==> config.mk <==
export PLATFORM = sky130hd
export DESIGN_NAME = alu_nibble_sequencer
export DESIGN_NICKNAME = d
export VERILOG_FILES = /design/src/rtl/alu_seq_pkg.sv /design/src/rtl/alu_nibble_sequencer_alu.sv /design/src/rtl/alu_nibble_sequencer.sv
export SDC_FILE = /design/constraint.sdc
export NUM_CORES = 1
export LEC_CHECK = 0
export CORE_ASPECT_RATIO = 0.6
export CORE_MARGIN = 2
export CORE_UTILIZATION = 50
export CTS_CLUSTER_DIAMETER = 60
export DETAILED_ROUTE_END_ITERATION = 10
export DONT_BUFFER_PORTS = 1
export GPL_TIMING_DRIVEN = 0
export PLACE_DENSITY = 0.63
export SLEW_MARGIN = 30
export SYNTH_ARGS = -nofsm -noshare
export SYNTH_HDL_FRONTEND = slang
export SYNTH_HIERARCHICAL = 1
export SYNTH_SLANG_ARGS = --single-unit
==> constraint.sdc <==
create_clock -name clk -period 3.9 [get_ports clk]
set_clock_uncertainty 0.15 [all_clocks]
set_input_delay 0.39 -clock clk [delete_from_list [all_inputs] [get_ports clk]]
set_output_delay 0.39 -clock clk [all_outputs]
set_load 0.01 [all_outputs]
==> src/rtl/alu_seq_pkg.sv <==
`default_nettype none
// ---------------------------------------------------------------------------
// alu_seq_pkg : shared types and constants for the nibble-serial ALU sequencer
// Rev 1.0
// ---------------------------------------------------------------------------
package alu_seq_pkg;

   typedef enum logic [1:0] {
      IDLE = 2'd0,
      RUN  = 2'd1,
      DONE = 2'd2
   } seq_state_t;

   typedef logic [3:0] nibble_t;

   localparam nibble_t ALU_OP_ADD = 4'b1001;

endpackage
`default_nettype wire

==> src/rtl/alu_nibble_sequencer_alu.sv <==
`default_nettype none
// ---------------------------------------------------------------------------
// ALU : purely combinational 4-bit ALU slice with carry in/out and overflow
// Rev 1.0
// ---------------------------------------------------------------------------
module ALU
   import alu_seq_pkg::*;
(
   input  logic [3:0] A,
   input  logic [3:0] B,
   input  logic [3:0] S,
   input  logic       Cin,
   output logic [3:0] result,
   output logic       Cout,
   output logic       overflow
);

   logic [4:0] sum_w;
   logic [3:0] b_eff_w;

   always_comb begin
      b_eff_w  = (S == 4'b0110) ? ~B : B;
      sum_w    = {1'b0, A} + {1'b0, b_eff_w} + {4'b0000, Cin};
      result   = A;
      Cout     = Cin;
      overflow = 1'b0;
      // Logic functions pass the carry straight through and never overflow.
      case (S)
         ALU_OP_ADD, 4'b0110: begin
            result   = sum_w[3:0];
            Cout     = sum_w[4];
            overflow = (A[3] == b_eff_w[3]) && (sum_w[3] != A[3]);
         end
         4'b1011: result = A & B;
         4'b1110: result = A | B;
         4'b0100: result = A ^ B;
         default: result = A;
      endcase
   end

endmodule
`default_nettype wire

==> src/rtl/alu_nibble_sequencer.sv <==
`default_nettype none
// ---------------------------------------------------------------------------
// alu_nibble_sequencer : runs WIDTH-bit ops on one 4-bit ALU, a nibble per
// clock, LSB first. Optional rsp_zero output with ALU_SEQ_ZERO_FLAG_EN.
// Rev 1.0
// ---------------------------------------------------------------------------
module alu_nibble_sequencer
   import alu_seq_pkg::*;
#(
   parameter int WIDTH = 16
) (
   input  logic             clk,
   input  logic             rst,
   input  logic             req_valid,
   output logic             req_ready,
   input  logic [WIDTH-1:0] req_a,
   input  logic [WIDTH-1:0] req_b,
   input  logic [3:0]       req_s,
   input  logic             req_cin,
   output logic             rsp_valid,
   input  logic             rsp_ready,
   output logic [WIDTH-1:0] rsp_result,
   output logic             rsp_cout,
   output logic             rsp_overflow,
   output logic             busy
`ifdef ALU_SEQ_ZERO_FLAG_EN
   ,
   output logic             rsp_zero
`endif
);

   localparam int NIB  = WIDTH / 4;
   localparam int IDXW = (NIB > 1) ? $clog2(NIB) : 1;

   if ((WIDTH % 4) != 0 || WIDTH < 4) begin : g_width_check
      $error("WIDTH must be a multiple of 4 and at least 4");
   end

   seq_state_t       state_q, state_d;
   logic [WIDTH-1:0] a_q, a_d, b_q, b_d, result_q, result_d;
   nibble_t          s_q, s_d;
   logic [IDXW-1:0]  idx_q, idx_d;
   logic             carry_q, carry_d, ovf_q, ovf_d;
   logic             req_ready_q, req_ready_d, rsp_valid_q, rsp_valid_d;
   logic             busy_q, busy_d;
   logic             zero_q, zero_d;

   nibble_t          alu_a_w, alu_b_w, alu_f_w;
   logic             alu_cout_w, alu_ovf_w;

   ALU u_alu (
      .A        (alu_a_w),
      .B        (alu_b_w),
      .S        (s_q),
      .Cin      (carry_q),
      .result   (alu_f_w),
      .Cout     (alu_cout_w),
      .overflow (alu_ovf_w)
   );

   always_comb begin
      alu_a_w = '0;
      alu_b_w = '0;
      for (int n = 0; n < NIB; n++) begin
         if (idx_q == IDXW'(n)) begin
            alu_a_w = a_q[4*n +: 4];
            alu_b_w = b_q[4*n +: 4];
         end
      end
   end

   always_comb begin
      state_d     = state_q;
      a_d         = a_q;
      b_d         = b_q;
      s_d         = s_q;
      idx_d       = idx_q;
      carry_d     = carry_q;
      ovf_d       = ovf_q;
      result_d    = result_q;
      req_ready_d = req_ready_q;
      rsp_valid_d = rsp_valid_q;
      busy_d      = busy_q;
      zero_d      = zero_q;
      case (state_q)
         IDLE: begin
            if (req_valid) begin
               a_d         = req_a;
               b_d         = req_b;
               s_d         = req_s;
               carry_d     = req_cin;
               result_d    = '0;
               idx_d       = '0;
               zero_d      = 1'b1;
               state_d     = RUN;
               req_ready_d = 1'b0;
               busy_d      = 1'b1;
            end
         end
         RUN: begin
            for (int n = 0; n < NIB; n++) begin
               if (idx_q == IDXW'(n)) begin
                  result_d[4*n +: 4] = alu_f_w;
               end
            end
            carry_d = alu_cout_w;
            ovf_d   = alu_ovf_w;
            // Zero flag accumulates per nibble so no WIDTH-wide reduction is needed.
            zero_d  = zero_q & (alu_f_w == 4'h0);
            if (idx_q == IDXW'(NIB - 1)) begin
               state_d     = DONE;
               rsp_valid_d = 1'b1;
            end else begin
               idx_d = idx_q + IDXW'(1);
            end
         end
         DONE: begin
            if (rsp_ready) begin
               state_d     = IDLE;
               rsp_valid_d = 1'b0;
               req_ready_d = 1'b1;
               busy_d      = 1'b0;
            end
         end
         default: begin
            state_d     = IDLE;
            rsp_valid_d = 1'b0;
            req_ready_d = 1'b1;
            busy_d      = 1'b0;
         end
      endcase
   end

   always_ff @(posedge clk) begin
      if (rst) begin
         state_q     <= IDLE;
         a_q         <= '0;
         b_q         <= '0;
         s_q         <= '0;
         idx_q       <= '0;
         carry_q     <= 1'b0;
         ovf_q       <= 1'b0;
         result_q    <= '0;
         req_ready_q <= 1'b1;
         rsp_valid_q <= 1'b0;
         busy_q      <= 1'b0;
         zero_q      <= 1'b0;
      end else begin
         state_q     <= state_d;
         a_q         <= a_d;
         b_q         <= b_d;
         s_q         <= s_d;
         idx_q       <= idx_d;
         carry_q     <= carry_d;
         ovf_q       <= ovf_d;
         result_q    <= result_d;
         req_ready_q <= req_ready_d;
         rsp_valid_q <= rsp_valid_d;
         busy_q      <= busy_d;
         zero_q      <= zero_d;
      end
   end

   assign req_ready    = req_ready_q;
   assign rsp_valid    = rsp_valid_q;
   assign busy         = busy_q;
   assign rsp_result   = result_q;
   assign rsp_cout     = carry_q;
   assign rsp_overflow = ovf_q;

`ifdef ALU_SEQ_ZERO_FLAG_EN
   assign rsp_zero = zero_q;
`else
   logic unused_zero_w;
   assign unused_zero_w = zero_q;
`endif

endmodule
`default_nettype wire

# Word level (Yosys, flattened, before mapping)
# Index checks and enable logic that the tools add are counted.
[word_totals]
output_inout_bits = 21
inputBits = 41
regBits = 61
[classes]
n_reduce_logical = 15
n_mux = 35
n_bitwise = 6
eq_ne = 20
n_addsub = 3
[op_table]
columns = ["cell", "n"]
rows = [
  ["2-to-1 mux 4 bit", 13],
  ["case mux 16 bit (2 select lines)", 1],
  ["AND reduction 3 bit", 9],
  ["2-to-1 mux 16 bit", 1],
  ["case mux 4 bit (4 select lines)", 1],
  ["!= test 2 bit, second input constant", 7],
  ["== test 4 bit, second input constant", 3],
  ["2-to-1 mux 2 bit", 5],
  ["case mux 1 bit (3 select lines)", 3],
  ["== test 4 x 3 -> 1 bit, second input constant", 2],
  ["2-to-1 mux 1 bit", 8],
  ["== test 2 bit, second input constant", 3],
  ["case mux 2 bit (3 select lines)", 1],
  ["adder 4 x 4 -> 5 bit", 1],
  ["adder 5 x 1 -> 5 bit", 1],
  ["bitwise AND 4 bit", 1],
  ["== test 2 x 1 -> 1 bit, second input constant", 2],
  ["zero test 2 bit", 2],
  ["inverter 4 bit", 1],
  ["bitwise OR 4 bit", 1],
  ["case mux 2 bit (2 select lines)", 1],
  ["XOR 4 bit", 1],
  ["adder 2 x 1 -> 2 bit, second input constant", 1],
  ["!= test 2 x 1 -> 1 bit, second input constant", 1],
  ["8 further kinds", 9],
]

# Depth between registers and ports, before layout
[logic_depth]
depth_word = 12
ltp_mapped = 16

# Cells and area by module
# Netlist, hierarchy kept.
[modules_own_cells]
columns = ["mod", "area_each_um2", "instances", "seq_area_each_um2", "cells_per_inst"]
rows = [
  ["alu_nibble_sequencer", 2526.2, 1, 1221.2, 251],
  ["ALU", 598.1, 1, 0.0, 88],
]

# Least setup slack after synthesis
# OpenSTA, ideal clock, no wires.
[synth_path]
path_type = "register to register"
start = "register idx_q[1]"
end = "register carry_q, in the netlist rsp_cout"
n_path_buf = 1
stages_incl_launch_ff = 16
setup_time_ps = 103
synth_period_minus_slack_ps = 3312
t_arrival_ps = 3059
slack_ps = 588
cell_sequence = "dfxtp_1 inv_1 ha_1 nor2b_1 clkbuf_1 a221oi_1 o31ai_1 inv_1 fa_1 fa_1 nor2b_1 o21a_1 nor3_1 a21oi_1 inv_1 a2111oi_2"
[synth_rtl]
columns = ["element", "line", "source"]
rows = [
  ["from (decl)", "alu_nibble_sequencer.sv:42", "logic [IDXW-1:0] idx_q, idx_d;"],
  ["from (signal assigned)", "alu_nibble_sequencer.sv:153", "idx_q <= idx_d;"],
  ["zero test 2 bit", "alu_nibble_sequencer.sv:65", "if (idx_q == IDXW'(n)) begin"],
  ["2-to-1 mux 4 bit (3 in series)", "alu_nibble_sequencer.sv:65", ""],
  ["2-to-1 mux 4 bit *", "alu_nibble_sequencer.sv:65", ""],
  ["via alu_a_w[0]", "alu_nibble_sequencer.sv:48", "nibble_t alu_a_w, alu_b_w, alu_f_w;"],
  ["adder 4 x 4 -> 5 bit *", "alu_nibble_sequencer_alu.sv:23", "sum_w = {1'b0, A} + {1'b0, b_eff_w} + {4'b0000, Cin};"],
  ["adder 5 x 1 -> 5 bit *", "alu_nibble_sequencer_alu.sv:23", ""],
  ["2-to-1 mux 1 bit *", "alu_nibble_sequencer_alu.sv:28", "case (S)"],
  ["via alu_cout_w", "alu_nibble_sequencer.sv:49", "logic alu_cout_w, alu_ovf_w;"],
  ["case mux 1 bit (2 select lines) *", "alu_nibble_sequencer.sv:85", "case (state_q)"],
  ["to (signal assigned)", "alu_nibble_sequencer.sv:154", "carry_q <= carry_d;"],
  ["to (decl)", "alu_nibble_sequencer.sv:43", "logic carry_q, carry_d, ovf_q, ovf_d;"],
]
# The timed path passes the listed nets; every way through them passes the cells marked *. The select of a mux whose other input is x is not followed.
# A chain may end at the register's enable or synchronous reset.

# Worst setup path in the final report
[layout_path]
start = "register idx_q[0]"
end = "register result_q[6], in the netlist rsp_result[6]"
[layout_between]
elab_chain_cells = 12
[layout_rtl]
columns = ["element", "line", "source"]
rows = [
  ["zero test 2 bit", "alu_nibble_sequencer.sv:65", ""],
  ["2-to-1 mux 4 bit (3 in series)", "alu_nibble_sequencer.sv:65", ""],
  ["2-to-1 mux 4 bit *", "alu_nibble_sequencer.sv:65", ""],
  ["via alu_b_w[0]", "alu_nibble_sequencer.sv:48", ""],
  ["inverter 4 bit", "alu_nibble_sequencer_alu.sv:22", "b_eff_w = (S == 4'b0110) ? ~B : B;"],
  ["2-to-1 mux 4 bit *", "alu_nibble_sequencer_alu.sv:22", ""],
  ["adder 4 x 4 -> 5 bit *", "alu_nibble_sequencer_alu.sv:23", ""],
  ["adder 5 x 1 -> 5 bit *", "alu_nibble_sequencer_alu.sv:23", ""],
  ["case mux 4 bit (4 select lines) *", "alu_nibble_sequencer_alu.sv:28", ""],
  ["via alu_f_w[2]", "alu_nibble_sequencer.sv:48", ""],
  ["2-to-1 mux 4 bit *", "alu_nibble_sequencer.sv:102", "if (idx_q == IDXW'(n)) begin"],
  ["case mux 16 bit (2 select lines) *", "alu_nibble_sequencer.sv:85", ""],
  ["to (signal assigned)", "alu_nibble_sequencer.sv:156", "result_q <= result_d;"],
  ["to (decl)", "alu_nibble_sequencer.sv:40", "logic [WIDTH-1:0] a_q, a_d, b_q, b_d, result_q, result_d;"],
]
# Marks and branches as above.

==> flow_summary_export.csv <==
group,metric,value,unit
setup_path,crit_slowest_cell,"fa_1",
run_status,run_status,"complete, no violations",
detailed_routing,ant_nets,0,
die,die_w,106,um
pwr,powerDensity,437,nW/um2
finish,n_antenna_cell,0,
setup_path,critPathRequiredTime,4.04,ns
die,core_area,6080,um2
clocking,cts_sinks,61,
setup_path,r2r_end,"rsp_result[6]",
detailed_routing,drt_wl_total,7610,um
setup_path,critPathArrivalTime,3.86,ns
placed_design,finalWeightedCongestion,0.887,
synthesis,syn_inst,339,
global_routing,grt_max_degree,12,
placed_design,portBuffers,0,
setup_path,slowest_delay,0.42,ns
finish,final_util,57.1,%
clocking,cts_hold_buf,0,
finish,drive_above_1_share,12.1,%
sta,period_needed,3.73,ns
setup_path,reg2reg_slack,0.17,ns
placed_design,dpl_worst_slack,-0.300,ns
pwr,ir_drop,0.250,mV
die,dieArea,6920,um2
clocking,clk-insertion-delay-late,0.35,ns
synthesis,yosysSeqAreaShare,39.1,%
pwr,p_total,1.52,mW
synthesis,syn_area,3120,um2
setup_path,r2r_cells,14,
finish,design_area,3470,um2
placed_design,dp_hpwl,5590,um
sta,setup_viol,0,
setup_path,r2r-start,"idx_q[0]",
detailed_routing,vias,2479,
placed_design,dp.cells,423,
synthesis,avgSynthCellArea,9.22,um2
detailed_routing,first_pass_iters,4,
finish,stdcell_count,440,
synthesis,synth-seq-cells,61,
clocking,cts_buffers,9,
setup_path,worstSetupEndpointType,"register",
placed_design,placedInstanceArea,3230,um2
global_routing,grt_use_total,23.8,%
die,start_util,51.4,%
sta,hold_slack,0.0344,ns
setup_path,critical_path.top_delay_family,"compound AO/OA/AOI/OAI gates",
sta,clock.fmax,268,MHz
finish,layout_commonest_cell,"dfxtp_1",
hold_path,hold_start,"req_s[0]",
finish,layout.nets,409,
hold_path,worstHoldPathCells,2,
sta,rsz0062_at_grt,"no",
synthesis,netlist.area_leader.share,39.1,%
setup_path,crit_chain,"inv_1 -> ha_1 -> nor2b_1 -> clkbuf_2 -> a221oi_2 -> o31ai_2 -> xnor2_1 -> fa_1 -> fa_1 -> nor2b_1 -> o32a_1 -> a21oi_1 -> nand2b_1 -> o2bb2ai_1",
pwr,leakage,1.35,nW
die,fp-row-count,22,
detailed_routing,drc,0,
synthesis,ys_top_cells_by_area,"dfxtp_1 39%, mux2i_1 12%, nor2_1 6.2%",
sta,worst_slack,0.172,ns
hold_path,hold_end,"s_q[0]",
hold_path,hold_path_class,"primary input to register",
finish,final_cell_mix,"61 x dfxtp_1, 52 x nor2_1, 38 x mux2i_1",
sta,slew_headroom,42.9,%
sta,hold_viol_final,0,
finish,final.fill_count,561,
sta,finalCritPeriodShare,95.6,%
synthesis,yosys_warnings,6,
finish,area_delta_synth_final,11.2,%
clocking,clk_path_buf_depth,2,
setup_path,path_class,"register to register",
die,die_h,65.2,um
synthesis,synth_top_cell_by_area,"dfxtp_1",
detailed_routing,vias_per_cell,5.63,
sta,fin_tns_setup,0,ns
die,ios,62,
setup_path,cp_max_fo,8,
setup_path,cp-start-kind,"register",
synthesis,synth_cell_types,39,
global_routing,grt_pass1_wl,12500,um
clocking,cts_tree,"done",
synthesis,syn_nets,397,
global_routing,antenna_found_initial,0,
clocking,path_clk_slew,0.07,ns
detailed_routing,drtIter0Drc,124,
clocking,htree_levels,3,
setup_path,crit_buf_inv,2,
sta,final_max_slew_viol_count,0,
detailed_routing,wl_per_cell,17.3,um
flow_run,max_cap_viol_count,0,
sta,tightest_slew,0.849,ns
global_routing,grt_pass1_vias,2515,
global_routing,overflow,0,
clocking,root_buffer,"clkbuf_8",
## synthesized netlist by cell type
cell type   n
dfxtp_1    61
nor2_1     52
mux2i_1    38
nand2_1    23
a21oi_1    18
nor2b_1    16
o2bb2ai_1  16
ha_1       15
inv_1      15
clkbuf_1    9
a221oi_1    8
o31ai_1     8
xnor2_1     6
nand2b_1    5
nor3_1      5
o21ai_0     5
buf_2       3
mux2_2      3
a21oi_2     2
a31oi_1     2
and2b_1     2
buf_1       2
buf_4       2
buf_6       2
buf_8       2
fa_1        2
nand3_1     2
o21a_1      2
o21bai_1    2
o22a_1      2
a2111oi_2   1
and3_1      1
mux2_1      1
nand2b_4    1
nor3b_2     1
nor3b_4     1
o221ai_1    1
o32a_1      1
or3_1       1
## sequential cells by signal (all words and copies together), names as in the netlist
register / cells
a_q: 16
idx_q: 2
rsp_cout: 1
rsp_result: 16
busy: 1
rsp_overflow: 1
s_q: 4
rsp_valid: 1
b_q: 16
req_ready: 1
state_q: 2
## routing by layer
layer	share of wire, %	GRT usage [%]	vias up
li1	-	-	1207
met1	49	31.9	1192
met2	43	35.8	71
met3	7.4	9.72	9
met4	1.2	5.92	0
met5	0	0	-
## kinds of logic after synthesis
family | after synthesis | share of synthesized area (%)
compound gates | 68 | 15.9
buf+inv | 35 | 5.77
flops | 61 | 39.1
mux | 42 | 13.6
xor+xnor | 6 | 1.68
simple gates | 110 | 16.7
fa+ha+maj | 17 | 7.29
## area by class of cell
class | count | area (um2) | area share [%]
well taps | 84 | 105 | 3.02
clock buffers | 11 | 151 | 4.36
multi-input cells | 243 | 1750 | 50.3
repair buffers | 1 | 7.51 | 0.216
plain buffers | 20 | 128 | 3.67
clock inverters | 5 | 58.8 | 1.69
inverters | 15 | 56.3 | 1.62
flip-flops and latches | 61 | 1220 | 35.1
## power breakdown
part,leakage [nW],internal (mW),switching [mW]
combinational,0.746,0.104,0.140
clock,0.102,0.329,0.267
sequential,0.499,0.654,0.0233
## worst reg2reg max path, stage by stage (launching register included)
cell and delay [ns]:
dfxtp_1 0.36, inv_1 0.12, ha_1 0.20, nor2b_1 0.14
clkbuf_2 0.23, a221oi_2 0.09, o31ai_2 0.40, xnor2_1 0.16
fa_1 0.42, fa_1 0.42, nor2b_1 0.16, o32a_1 0.28
a21oi_1 0.20, nand2b_1 0.18, o2bb2ai_1 0.17
## worst max path at each step
| stage | slack [ns] | cells after the start | endpoint | startpoint |
|---|---|---|---|---|
| 6_report | 0.17 | 14 | rsp_result[6] | idx_q[0] |
| 3_3_place_gp | -0.24 | 13 | rsp_result[6] | idx_q[0] |
| 3_5_place_dp | -0.30 | 13 | rsp_result[6] | idx_q[0] |
| 2_1_floorplan | 0.59 | 15 | rsp_cout | idx_q[1] |
| 5_1_grt | 0.03 | 14 | rsp_result[14] | idx_q[0] |
| 4_1_cts | 0.02 | 14 | rsp_result[6] | idx_q[0] |
## timing repair
action,4_1_cts,5_1_grt
buffers inserted,0,1
pin swaps,1,1
resized for setup,3,7
endpoints found under the setup margin,13,13
No activity file was read; power rests on OpenSTA's default activity.
==> RTL change: new RTL, same flow settings <==
The parameter `WIDTH` goes from 16 to 32.
--- a/src/rtl/alu_nibble_sequencer.sv
+++ b/src/rtl/alu_nibble_sequencer.sv
@@ -8,5 +8,5 @@
    import alu_seq_pkg::*;
 #(
-   parameter int WIDTH = 16
+   parameter int WIDTH = 32
 ) (
    input  logic             clk,
Ports: changed (resized req_a, req_b and rsp_result); port bits go from 62 to 110. No check against the original RTL was run, so the function may have changed too.
==> RTL change against the original RTL <==
- the run now ends with negative setup slack left
- utilization up 2.4 points
- sequential cell count rose by 49
- final area increased by 79%
- via count is 100% higher
- area after synthesis grew 70%
- routed wire length increased by 120%
- sequential share of layout area is 0.39 points higher
- final cell count grew 97%
- total power up 65%
- global-route usage up 5.2 points
- setup slack lost 190 ps
- largest cell class unchanged
==> RTL change: results (changes against the original RTL) <==
* Outcome: complete, but fails checks
* Failing checks: negative setup slack
* Post-synthesis sequential area ratio at 41.4% (+2.3 points)
* DR DRC count at 0 (unchanged)
* Post-DP HPWL at 12,300 µm (+120%)
* GRT Overall Usage at 29.0% (+5.2 points)
* Post-place instance area at 0.00550 mm² (+70%)
* Synthesized net count at 785 (+98%)
* Vias at 5,048 (+100%)
* N_diodes at 0 (unchanged)
* Initial antenna violation count at 0 (unchanged)
* Final net count at 814 (+99%)
* Crit Path Max Fanout at 8 (unchanged)
* Gp weighted congestion at 0.943 (+6.3%)
* Filler cells at 963 (+72%)
* DRT Pass-1 Iters at 6 (+2)
* Worst-path clk slew at 80 ps
* TritonCTS buffer count at 9 (unchanged)
* Starting DRT DRC Count at 596 (+380%)
* CTS max path bufs at 2 (unchanged)
* Htree depth at 3 (unchanged)
* Ys Warns at 6 (unchanged)
* Post-Place Setup Slack at -1110 ps (-810 ps)
* Leakage power at 0.00233 µW (+73%)
* Total gr overflow at 0 (unchanged)
* Final setup margin at -16.0 ps (-188 ps)
* Setup-failing EPs final at 3 (+3)
* HP Class: input port to flip-flop
* Most frequent cells after synthesis: 182 x nand2_1, 110 x dfxtp_1, 98 x a21oi_1
* Vias in the first global route at 4,675 (+86%)
* Least-Margin Pin Slew at 702 ps (-147 ps)
* Ys flop type: dfxtp_1
* First-pass GRT wire length at 25,300 µm (+100%)
* WL/cell at 19.2 µm (+11%)
* Max IR drop VDD at 215 µV (-14%)
* Crit path arrival time at 4060 ps (+200 ps)
* Share of layout cells above drive strength 1 at 16.5% (+4.5 points)
* Synth async-reset ratio at 0% (unchanged)
* Synth unique cells at 49 (+26%)
* Top post-synthesis cells by area: dfxtp_1 41%, nand2_1 13%, a21oi_1 9.2%
* Largest net degree at the start of global routing at 19 (+7)
* Worst-Skew Late Latency at 350 ps (about the same)
* Clk root buf: clkbuf_16
* PortBufs at 0 (unchanged)
==> RTL change: timing repair <==
item / 4_1_cts / 5_1_grt
setup buffers: 6 / 13
pin swaps: 8 / 14
resized for setup: 43 / 37
setup endpoints to repair: 34 / 27
==> RTL change: worst max-delay path, cell delays in order (launching register included) <==
cell and delay (ps):
dfxtp_4 370, ha_4 180, ha_4 150, buf_6 130, clkbuf_16 150, a32o_2 230
a221oi_2 220, a22oi_2 130, buf_6 150, xnor2_2 130, fa_2 380, fa_2 370
nor2b_4 140, o32a_1 360, a21oi_4 270, and2_4 200, mux2i_1 70, nor2_1 90
==> RTL change: final cells by class <==
cell class | instances | share of cell area, %
inverters | 26 | 1.63
well taps | 139 | 2.80
plain buffers | 50 | 4.97
repair buffers | 19 | 2.61
flip-flops and latches | 110 | 35.5
clock inverters | 5 | 0.704
multi-input cells | 506 | 48.1
clock buffers | 10 | 3.68
==> RTL change: path summary, 6_finish.rpt <==
path	cells past startpoint	slack [ps]	from	endpoint
hold reg to reg	2	310	a_q[31]	a_q[31]
setup reg to reg	17	-20	idx_q[0]	rsp_result[6]
hold / removal	2	20	req_a[27]	a_q[27]
setup / recovery	17	-20	idx_q[0]	rsp_result[6]
==> RTL change: kinds of logic (layout without fill, tap and decap cells) <==
| logic type | Yosys count | in the layout | share of synthesized area (%) |
|---|---|---|---|
| flip-flops | 110 | 110 | 41.4 |
| buffers and inverters | 77 | 110 | 6.63 |
| AO/OA/AOI/OAI | 185 | 185 | 21.4 |
| multiplexers | 8 | 8 | 1.50 |
| XOR/XNOR | 6 | 6 | 0.987 |
| adder cells (fa/ha/maj) | 19 | 19 | 4.75 |
| AND/OR/NAND/NOR | 288 | 288 | 23.4 |
==> RTL change: metal layers <==
metal  global-route usage, %  share of wire (%)  vias up
met1                    45.0                 48     2369
met3                    8.44                 11       25
met5                       0                  0        -
met4                    6.94                1.4        0
met2                    38.7                 40      245
li1                        -                  -     2409
==> RTL change: power breakdown <==
part	total (µW)	internal, µW	switching (µW)
registers	1210	1170	40.6
clock network	874	440	434
logic	425	166	259
total	2510	1780	734
==> RTL change: stage by stage <==
stage / power (µW) / utilization, % / setup TNS, ps / std cells / hold slack (ps)
detailed placement: 1590 / 52.6 / -20850 / 832 / 296
global route: 2620 / 59.5 / -863 / 865 / 8.33
global placement: 1580 / 52.6 / -18750 / 832 / 292
finish: 2510 / 59.5 / -28.1 / 865 / 17.2
floorplan: 1490 / - / 0 / 693 / 281
CTS: 2480 / 57.1 / -720 / 852 / 11.8
